--- config.mk ---
export PLATFORM = sky130hd
export DESIGN_NAME = stack_unit
export DESIGN_NICKNAME = d
export VERILOG_FILES = /design/src/rtl/stack_unit.sv
export SDC_FILE = /design/constraint.sdc
export NUM_CORES = 1
export LEC_CHECK = 0
export CORE_MARGIN = 5
export CORE_UTILIZATION = 54
export DETAILED_ROUTE_END_ITERATION = 12
export PLACE_DENSITY = 0.82
export REMOVE_ABC_BUFFERS = 1
export SKIP_CTS_REPAIR_TIMING = 1
export SLEW_MARGIN = 40
export SYNTH_ARGS = -nofsm -noshare
export SYNTH_HDL_FRONTEND = slang
export SYNTH_SLANG_ARGS = --single-unit
export TNS_END_PERCENT = 30
--- constraint.sdc ---
create_clock -name clk -period 3.7 [get_ports clk]
set_input_delay 0.37 -clock clk [delete_from_list [all_inputs] [get_ports clk]]
set_output_delay 0.37 -clock clk [all_outputs]
set_load 0.03 [all_outputs]
--- src/rtl/stack_unit.sv ---
// -----------------------------------------------------------------------------
// stack_unit
//   Hardware operand stack for the stack processor datapath. It accepts one
//   push/pop request per cycle, holds up to DEPTH words and returns the popped
//   word on dout one cycle after the pop. It also reports full/empty status and
//   raises sticky overflow/underflow flags.
//
// Ports
//   clk        in   system clock, all state changes on the rising edge
//   rst        in   synchronous active-high reset, beats every request
//   push       in   push din this cycle
//   pop        in   pop the top entry this cycle
//   din        in   word to push
//   clr_err    in   clears the sticky error flags; a new error raised in the
//                   same cycle wins
//   dout       out  last popped word (registered)
//   pop_valid  out  one-cycle pulse when dout was updated by a successful pop
//   tos        out  current top of stack (combinational), 0 when empty
//   count      out  current occupancy, 0..DEPTH
//   empty      out  count == 0
//   full       out  count == DEPTH
//   overflow   out  sticky: a push was attempted while full
//   underflow  out  sticky: a pop was attempted while empty
// -----------------------------------------------------------------------------
module stack_unit #(
    parameter int unsigned DATA_WIDTH = 8,
    parameter int unsigned DEPTH      = 16,
    localparam int unsigned CNT_W     = $clog2(DEPTH + 1)
) (
    input  logic                  clk,
    input  logic                  rst,
    input  logic                  push,
    input  logic                  pop,
    input  logic [DATA_WIDTH-1:0] din,
    input  logic                  clr_err,
    output logic [DATA_WIDTH-1:0] dout,
    output logic                  pop_valid,
    output logic [DATA_WIDTH-1:0] tos,
    output logic [CNT_W-1:0]      count,
    output logic                  empty,
    output logic                  full,
    output logic                  overflow,
    output logic                  underflow
);

    localparam int unsigned AW = $clog2(DEPTH);

    // Storage and state
    logic [DATA_WIDTH-1:0] r_mem [DEPTH];
    logic [CNT_W-1:0]      r_sp;
    logic [DATA_WIDTH-1:0] r_dout;
    logic                  r_pop_valid;
    logic                  r_overflow;
    logic                  r_underflow;

    // Status and decoded requests
    logic                  w_empty;
    logic                  w_full;
    logic [AW-1:0]         w_top_idx;
    logic [AW-1:0]         w_push_idx;
    logic [DATA_WIDTH-1:0] w_top_data;

    logic                  w_do_push;   // push only, room available
    logic                  w_ovf_req;   // push only, stack full
    logic                  w_do_pop;    // pop only, data available
    logic                  w_unf_req;   // pop only, stack empty
    logic                  w_replace;   // push+pop on non-empty stack
    logic                  w_bypass;    // push+pop on empty stack

    logic                  w_mem_we;
    logic [AW-1:0]         w_mem_idx;

    logic [CNT_W-1:0]      w_sp_next;
    logic [DATA_WIDTH-1:0] w_dout_next;
    logic                  w_pop_valid_next;
    logic                  w_overflow_next;
    logic                  w_underflow_next;

    // ------------------------------------------------------------------------
    // Status derived from the stack pointer only
    // ------------------------------------------------------------------------
    assign w_empty    = (r_sp == '0);
    assign w_full     = (r_sp == CNT_W'(DEPTH));
    // When full, sp == DEPTH truncates to 0 which is never used as a push
    // address because pushes are blocked while full.
    assign w_push_idx = AW'(r_sp);
    assign w_top_idx  = AW'(r_sp - CNT_W'(1));
    assign w_top_data = r_mem[w_top_idx];

    // ------------------------------------------------------------------------
    // Request decode
    // ------------------------------------------------------------------------
    assign w_do_push = push & ~pop & ~w_full;
    assign w_ovf_req = push & ~pop &  w_full;
    assign w_do_pop  = pop & ~push & ~w_empty;
    assign w_unf_req = pop & ~push &  w_empty;
    assign w_replace = push & pop & ~w_empty;
    assign w_bypass  = push & pop &  w_empty;

    // ------------------------------------------------------------------------
    // Next-state logic
    // ------------------------------------------------------------------------
    always_comb begin
        w_sp_next        = r_sp;
        w_dout_next      = r_dout;
        w_pop_valid_next = 1'b0;
        w_mem_we         = 1'b0;
        w_mem_idx        = w_push_idx;

        if (w_do_push) begin
            w_mem_we  = 1'b1;
            w_mem_idx = w_push_idx;
            w_sp_next = r_sp + CNT_W'(1);
        end

        if (w_do_pop) begin
            w_dout_next      = w_top_data;
            w_pop_valid_next = 1'b1;
            w_sp_next        = r_sp - CNT_W'(1);
        end

        // Replace-top: old top leaves on dout, din takes its slot, sp holds.
        if (w_replace) begin
            w_dout_next      = w_top_data;
            w_pop_valid_next = 1'b1;
            w_mem_we         = 1'b1;
            w_mem_idx        = w_top_idx;
        end

        // Bypass: the pushed word is popped straight back out.
        if (w_bypass) begin
            w_dout_next      = din;
            w_pop_valid_next = 1'b1;
        end

        // Set wins over clear.
        w_overflow_next  = w_ovf_req | (r_overflow  & ~clr_err);
        w_underflow_next = w_unf_req | (r_underflow & ~clr_err);
    end

    // ------------------------------------------------------------------------
    // State registers
    // ------------------------------------------------------------------------
    always_ff @(posedge clk) begin
        if (rst) begin
            r_sp        <= '0;
            r_dout      <= '0;
            r_pop_valid <= 1'b0;
            r_overflow  <= 1'b0;
            r_underflow <= 1'b0;
        end else begin
            r_sp        <= w_sp_next;
            r_dout      <= w_dout_next;
            r_pop_valid <= w_pop_valid_next;
            r_overflow  <= w_overflow_next;
            r_underflow <= w_underflow_next;
        end
    end

    // Storage is not reset; writes are suppressed while rst is high so a
    // request coinciding with reset leaves no trace.
    always_ff @(posedge clk) begin
        if (w_mem_we && !rst) begin
            r_mem[w_mem_idx] <= din;
        end
    end

    // ------------------------------------------------------------------------
    // Outputs
    // ------------------------------------------------------------------------
    assign dout      = r_dout;
    assign pop_valid = r_pop_valid;
    assign tos       = w_empty ? '0 : w_top_data;
    assign count     = r_sp;
    assign empty     = w_empty;
    assign full      = w_full;
    assign overflow  = r_overflow;
    assign underflow = r_underflow;

endmodule

==> impl_metrics.ini <==
[status]
status = completed

[clock_network]
cts_sinks = 144
insertion_delay_ns = 0.52
tritoncts = built
cts.path.max_buffers = 2
htree_num_levels = 4
cts-root-buf = clkbuf_8
cts_buffers = 17
cts.clk_slew.worst_paths_ns = 0.06

[route]
drc = 0
vias = 3309
ant_nets = 0
avgRoutedWirePerCell_um = 24.2
first_pass_iters = 7
via_per_inst = 6.24
routed_wl_um = 12800
drt-initial-drc-count = 353

[yosys]
synth_top_family_by_area = multiplexers
synth_mux_area_frac = 0.166
synth_ff_type = edfxtp_1
synth_cell_types = 46
yosys_register_bits = 144
yosys_warnings = 0
yosys.area_share.simple = 0.0552
syn-cell-area_um2 = 5960
synth_edf_count = 128
synth_compound_area_frac = 0.0464
yosysSeqAreaShare = 0.699
synthAdderAreaFrac = 0.00420
syn_inst = 335
async_flop_share = 0
syn_area_per_cell_um2 = 17.8
synth_xor_area_frac = 0.00861

[timing]
finalSetupViolations = 0
hold_violations = 0
worst_pin_slew_ns = 0.822
timing.final.crit_share = 0.931
skew_ns = 0.0122
timing.slew.headroom = 0.450
setup_slack_ns = 0.255
min_period_ns = 3.44
rsz0062_at_grt = no
fmax_mhz = 290
slew_viol_final = 0
finalSetupTns_ns = 0

[layout]
final_common_cell = edfxtp_1
antenna_cells = 0
seq_area_um2 = 4170
syn2layout_area_growth_pct = 19.3
final_cell_mix = 128 x edfxtp_1, 32 x mux4_2, 30 x clkdlybuf4s50_1, 28 x nor2_1, 17 x mux2i_1
fill_cells = 703
final_nets = 392
drive_above_1_share = 0.241
multi_input_area_um2 = 1680
fin_util = 0.656

[placement]
post-dp-hpwl_um = 8190
place.gp.congestion = 0.861
portBuffers = 38
dp_slack_ns = 0.696

[floorplan]
fp.dieW_um = 115
initial_core_util = 0.550
rows = 38
io_pins = 39
die_h_um = 115
die_area_um2 = 13200
fp.coreArea_um2 = 10800

[pwr]
p_leak_nw = 2.35
p_per_area_nw_per_um2 = 722
ir_drop_mv = 0.434

[grt]
antenna_found_initial = 0
grt_pass1_vias = 3434
grt_pass1_wl_um = 20000
grt_max_degree = 43
grt-ovfl-total = 0
grtUsageTotal = 0.209

[critical_path]
crit_type = reg2out
crit_arrival_ns = 3.07
cp_max_fo = 12
cp-start-kind = flip-flop
crit_required_ns = 3.33
critPathCaptureType = output port

[flow_run]
maxCapViolations = 0

[hold_path]
hold_class = reg2reg
-- cell usage after synthesis (all sizes together), types with 8 or more instances --
cell	number	area, um2
edfxtp	128	3840
mux4	32	721
nor2	29	109
mux2i	17	170
dfxtp	16	320
a21oi	11	55.1
buf	10	60.1
clkbuf	10	37.5
mux2	9	101
o221ai	8	70.1
-- worst paths after layout --
check	cells after the start	slack (ns)	to	startpoint
worst max register to register	7	0.65	r_mem[7][2]	count[1]
worst min-delay path	2	0.53	overflow	overflow
worst min register to register	2	0.53	overflow	overflow
worst max-delay path	8	0.26	tos[2]	count[1]
-- cell families after synthesis --
family | Yosys count
muxes | 58
xor gates and xnor gates | 5
buffers and inverters | 26
adders and majority gates | 2
and+or+nand+nor | 63
DFF | 144
AOI/OAI and AO/OA | 37
-- power breakdown --
group | switching [mW] | internal (mW) | total, mW
sequential | 0.0407 | 1.83 | 1.87
combinational | 0.818 | 0.603 | 1.42
clock | 0.612 | 1.23 | 1.84
-- area by class of cell --
type                    instances  area share
flip-flops and latches        144       0.586
inverters                       6     0.00334
well taps                     140      0.0246
multi-input cells             165       0.236
repair buffers                 43      0.0600
clock buffers                  21      0.0604
clock inverters                11      0.0299
-- metal layers --
layer,vias up,GRT usage,share of wire
li1,1437,-,-
met1,1670,0.275,0.39
met4,0,0.0970,0.030
met3,27,0.0526,0.082
met2,175,0.329,0.50
met5,-,0,0
-- sequential cells by signal, summed over array words and instances, names as in the netlist --
| name | cells |
|---|---|
| r_mem | 128 |
| underflow | 1 |
| overflow | 1 |
| pop_valid | 1 |
| count | 5 |
| dout | 8 |
-- per-stage QoR --
stage | power (mW) | std cells | hold slack, ns | area [um2]
finish | 5.13 | 530 | 0.533 | 7110
global route | 5.31 | 530 | 0.577 | 7110
CTS | 5.15 | 530 | 0.541 | 7100
detailed placement | 3.31 | 498 | 0.526 | 6460
global placement | 3.29 | 498 | 0.496 | 6460
floorplan | 2.82 | 315 | 0.439 | 5860
-- worst max-delay path, stage by stage (launching register included) --
cell and delay, ns:
dfxtp_1 0.51, inv_1 0.14, ha_1 0.59, buf_4 0.27
mux4_2 0.34, mux2i_1 0.27, mux2_2 0.23, nor2_1 0.04
buf_4 0.17
Note: power is estimated with default switching activity, not from simulation.
